## src/rtl/lane_to_slice_streamer.sv

```systemverilog
// Keccak lane-to-slice streamer: 25 x 64-bit lanes in, 64 x 25-bit slices out.
// Optional out_parity port (XOR of out_slice) under `define SLICE_PARITY_EN.
module lane_to_slice_streamer #(
    parameter int LANES  = 25,
    parameter int W      = 64,
    parameter int IDX_W  = 6,
    parameter int LIDX_W = 5
) (
    input  logic              clk,
    input  logic              rst,
    input  logic              in_valid,
    output logic              in_ready,
    input  logic [W-1:0]      in_lane,
    output logic              out_valid,
    input  logic              out_ready,
    output logic [LANES-1:0]  out_slice,
    output logic [IDX_W-1:0]  out_index,
    output logic              out_last,
    output logic              busy
`ifdef SLICE_PARITY_EN
    ,
    output logic              out_parity
`endif
);

    typedef enum logic {
        LOAD,
        DRAIN
    } state_t;

    localparam logic [LIDX_W-1:0] LAST_LANE  = LIDX_W'(LANES - 1);
    localparam logic [IDX_W-1:0]  LAST_SLICE = IDX_W'(W - 1);

    state_t              state;
    logic [LIDX_W-1:0]   lane_cnt;
    logic [IDX_W-1:0]    slice_cnt;
    logic [W-1:0]        lanes_q [LANES];
    logic [LANES-1:0]    slice_q;
    logic                busy_q;
`ifdef SLICE_PARITY_EN
    logic                parity_q;
`endif

    logic                accept;
    logic                xfer;
    logic                last_lane;
    logic                last_slice;
    logic [W-1:0]        view [LANES];
    logic [IDX_W-1:0]    nidx;
    logic [IDX_W-1:0]    bit_sel;
    logic [LANES-1:0]    nslice;

    assign accept     = (state == LOAD) && in_valid;
    assign xfer       = (state == DRAIN) && out_ready;
    assign last_lane  = (lane_cnt == LAST_LANE);
    assign last_slice = (slice_cnt == LAST_SLICE);

    // Next slice to present: the buffer as it will be after this cycle's
    // write (so slice 0 can include lane 24 on the final accept), read at
    // the slice index that becomes current next cycle.
    always_comb begin
        view = lanes_q;
        if (accept) begin
            view[lane_cnt] = in_lane;
        end
        nidx    = accept ? '0 : slice_cnt + 1'b1;
        bit_sel = LAST_SLICE - nidx;
        nslice  = '0;
        for (int j = 0; j < LANES; j++) begin
            nslice[LANES-1-j] = view[j][bit_sel];
        end
    end

    // Control FSM, lane buffer and registered slice output.
    always_ff @(posedge clk) begin
        if (rst) begin
            state     <= LOAD;
            lane_cnt  <= '0;
            slice_cnt <= '0;
            slice_q   <= '0;
            busy_q    <= 1'b0;
`ifdef SLICE_PARITY_EN
            parity_q  <= 1'b0;
`endif
            for (int j = 0; j < LANES; j++) begin
                lanes_q[j] <= '0;
            end
        end else begin
            unique case (state)
                LOAD: begin
                    if (accept) begin
                        lanes_q[lane_cnt] <= in_lane;
                        busy_q            <= 1'b1;
                        if (last_lane) begin
                            state     <= DRAIN;
                            lane_cnt  <= '0;
                            slice_cnt <= '0;
                            slice_q   <= nslice;
`ifdef SLICE_PARITY_EN
                            parity_q  <= ^nslice;
`endif
                        end else begin
                            lane_cnt <= lane_cnt + 1'b1;
                        end
                    end
                end
                DRAIN: begin
                    if (xfer) begin
                        if (last_slice) begin
                            state     <= LOAD;
                            slice_cnt <= '0;
                            busy_q    <= 1'b0;
                            slice_q   <= '0;
`ifdef SLICE_PARITY_EN
                            parity_q  <= 1'b0;
`endif
                        end else begin
                            slice_cnt <= slice_cnt + 1'b1;
                            slice_q   <= nslice;
`ifdef SLICE_PARITY_EN
                            parity_q  <= ^nslice;
`endif
                        end
                    end
                end
                default: state <= LOAD;
            endcase
        end
    end

    assign in_ready  = (state == LOAD);
    assign out_valid = (state == DRAIN);
    assign out_index = slice_cnt;
    assign out_last  = (state == DRAIN) && last_slice;
    assign out_slice = slice_q;
    assign busy      = busy_q;
`ifdef SLICE_PARITY_EN
    assign out_parity = parity_q;
`endif

endmodule

```

## config.mk

```make
export PLATFORM = sky130hd
export DESIGN_NAME = lane_to_slice_streamer
export DESIGN_NICKNAME = d
export VERILOG_FILES = /design/src/rtl/lane_to_slice_streamer.sv
export SDC_FILE = /design/constraint.sdc
export NUM_CORES = 2
export LEC_CHECK = 0
export CELL_PAD_IN_SITES_DETAIL_PLACEMENT = 1
export CELL_PAD_IN_SITES_GLOBAL_PLACEMENT = 1
export CORE_MARGIN = 2
export CORE_UTILIZATION = 43
export DETAILED_ROUTE_END_ITERATION = 8
export PLACE_DENSITY = 0.83
export SKIP_LAST_GASP = 1
export SYNTH_ARGS = -nofsm -noshare
export SYNTH_HDL_FRONTEND = slang
export SYNTH_SLANG_ARGS = --single-unit
```

## constraint.sdc

```tcl
create_clock -name clk -period 4.5 [get_ports clk]
set_input_delay 0.45 -clock clk [delete_from_list [all_inputs] [get_ports clk]]
set_output_delay 0.45 -clock clk [all_outputs]
set_load 0.01 [all_outputs]
```

==> reports/metrics.yaml <==
holdWs_ns: 0.0570
grt_pass1_vias: 78600
num-fill-cells: 21000
cap_violations: 2
wl_per_cell_um: 32.1
ant_nets: 0
busiest_layer: "met2"
final_layout_size_suffix_gt1_share_pct: 10.9
yosys-top-cells-area: "dfxtp_1 (43%), nand2_1 (16%), a21oi_1 (10%), mux2i_1 (5.4%), clkbuf_1 (3.1%)"
start_kind: "register"
synth-edff-count: 0
slew_violations: 9
clock_skew_ns: 0.0304
final-hold-violation-count: 0
numCtsBuffers: 179
rsz0062_at_grt: "false"
cts_buffer_depth: 3
violations: "max-capacitance violations, max-slew violations"
worst_slack_ns: 0.360
irDropWorstVdd_v: 0.000289
dp_hpwl_mm: 249
setup-violations-final: 0
ys.flop_type: "dfxtp_1"
io_buffer_count: 102
viasPerCell: 6.60
synthDistinctLibCells: 90
die_h_um: 424
p_leak_uw: 0.0290
clk_pin_slew_ns: 0.06
postCtsSetupBuffers: 0
htree_num_levels: 4
instances_no_fill: 12200
postLayoutCoreUtil_pct: 49.4
synthesis.area_um2: 75700
overflow: 0
cp-end-kind: "register"
crit_arrival_ns: 4.85
avgSynthCellArea_um2: 7.60
min_delay_path_depth: 3
timing.final.crit_share_pct: 92.0
nets: 9795
die_w_um: 424
cts_num_sinks: 1638
synth_area_leader_cell: "dfxtp_1"
dpl_worst_slack_ns: 0.210
ys_ff_latch: 1638
initialDrtViolationCount: 10800
drc_errors: 0
fmax_mhz: 242
initial_core_util_pct: 43.4
met3_usage_pct: 14.0
insertion_delay_ns: 0.88
required_ns: 5.21
r2r_cells: 10
met2_usage_pct: 60.8
grtUsageTotal_pct: 42.2
grt_pass1_wl_mm: 557
gp_congestion: 0.992
wl_mm: 393
root_buffer: "clkbuf_16"
fin_tns_setup_ns: 0
ys_seq_area_share_pct: 43.3
rows: 153
dp.cells: 11900
hp-class: "in2reg"
synth_top_area_share_pct: 43.3
ys_warn_count: 0
slew_headroom_pct: -15.1
drt_first_pass_iters: 6
io_pins: 103
outcome: "complete, but fails checks"
syn_to_final_growth_pct: 13.9
tightest_slew_ns: 1.71
synth_nets: 10000
ctsResizeCount: 0
worstSetupPathType: "reg2reg"
tritoncts: "yes"
power_density_nw_per_um2: 379
die_area_um2: 179000
grt_max_degree: 209
vias: 80700
core_um2: 174000
grt_antenna_before_repair: 56
syn-instance-count: 9955
cts-hold-fix-buffers: 5
synthArstFlopShare_pct: 0
fin_crit_ns: 4.14
crit_fanout: 25
grt_use_met1_pct: 51.1
==> per-stage QoR <==
stage	instance area (um^2)	total power (uW)
after floorplan	75700	16000
after global placement	79900	17200
after detailed placement	79900	17200
after CTS	86100	32500
after global routing	86100	33200
final	86200	32700
==> power breakdown <==
part           switching (uW)  total, uW  internal, uW
clock network            6580      15600          9030
logic                    1950       2420           468
registers                50.0      14600         14600
==> per-layer routing <==
metal	share of wire, %	up-vias
met2	41	5415
met4	9.5	72
met3	13	1898
li1	-	33600
met1	36	39700
met5	0.12	-
==> flip-flops by register name, summed over array words and instances, names as in the netlist <==
register and cells:
lanes_q 1600, lane_cnt 5, out_valid 1, out_index 6, busy 1, out_slice 25
==> synthesized netlist by cell type, types with 6 or more instances <==
cell type,number
mux2_2,17
o31ai_1,35
o221ai_1,11
o41ai_1,9
o21ai_0,241
a2111oi_0,15
o211ai_1,57
a221oi_1,66
o32ai_1,7
nand2_1,3173
a32o_1,6
a32oi_1,13
nor4_1,18
o311ai_1,7
a21boi_0,13
nor3_1,154
a211oi_1,151
o2111ai_1,18
o211a_1,10
nand4_1,8
a311oi_1,120
buf_6,22
dfxtp_1,1638
buf_4,50
and3_1,51
a211o_1,16
a21o_1,7
mux2i_1,411
clkbuf_1,627
or3_1,8
a22oi_1,8
inv_1,13
buf_2,224
mux4_2,88
a311o_1,8
a31oi_1,115
buf_1,123
nand3_1,168
and2_1,13
nor2_4,6
nor2_1,477
nor2_2,11
a21oi_1,1563
o22ai_1,37
==> area by class of cell <==
type / instances / area [um^2] / share of cell area (%)
Sequential cell: 1638 / 32800 / 38.0
Inverter: 17 / 66.3 / 0.0769
Clock buffer: 270 / 5310 / 6.16
Multi-Input combinational cell: 7247 / 38400 / 44.6
Tap cell: 2325 / 2910 / 3.37
Clock inverter: 53 / 813 / 0.943
Antenna cell: 40 / 100 / 0.116
Timing Repair Buffer: 639 / 5770 / 6.69
==> logic make-up after synthesis <==
logic type	Yosys count	share of synthesized area, %
flops	1638	43.3
compound gates	2582	20.1
buf+inv	1070	6.26
fa+ha+maj	5	0.0826
simple gates	4137	21.9
xor+xnor	7	0.0810
mux	516	8.30
==> worst paths after layout <==
check,startpoint,end,slack (ns)
worst max-delay path,lane_cnt[2]$_SDFFE_PP0P_,out_slice[2]$_SDFFE_PP0P_,0.36
worst min-delay path,in_lane[1],lanes_q[1025]$_SDFFE_PP0N_,0.06
worst max register to register,lane_cnt[2]$_SDFFE_PP0P_,out_slice[2]$_SDFFE_PP0P_,0.36
worst min register to register,lanes_q[742]$_SDFFE_PP0N_,lanes_q[742]$_SDFFE_PP0N_,0.45
==> worst max-delay path, stage by stage (launching register included) <==
cell       delay (ns)
dfxtp_1          0.83
nor4bb_2         0.39
buf_4            0.29
nand2_2          0.37
buf_4            0.38
o21ai_0          0.20
a31oi_1          0.09
nor3_1           0.24
o22ai_1          0.12
a2111oi_0        0.89
o31ai_1          0.15
==> cell usage in the layout (no fill, tap or decap), drive strengths merged, types with 115 or more instances in the layout <==
master / count
nor2: 498
a211oi: 151
dfxtp: 1638
o21ai: 246
a31oi: 115
clkbuf: 270
mux2i: 411
nand3: 171
nand2: 3179
nor3: 155
a311oi: 120
a21oi: 1564
buf: 595
Note: power is estimated with default switching activity, not from simulation.
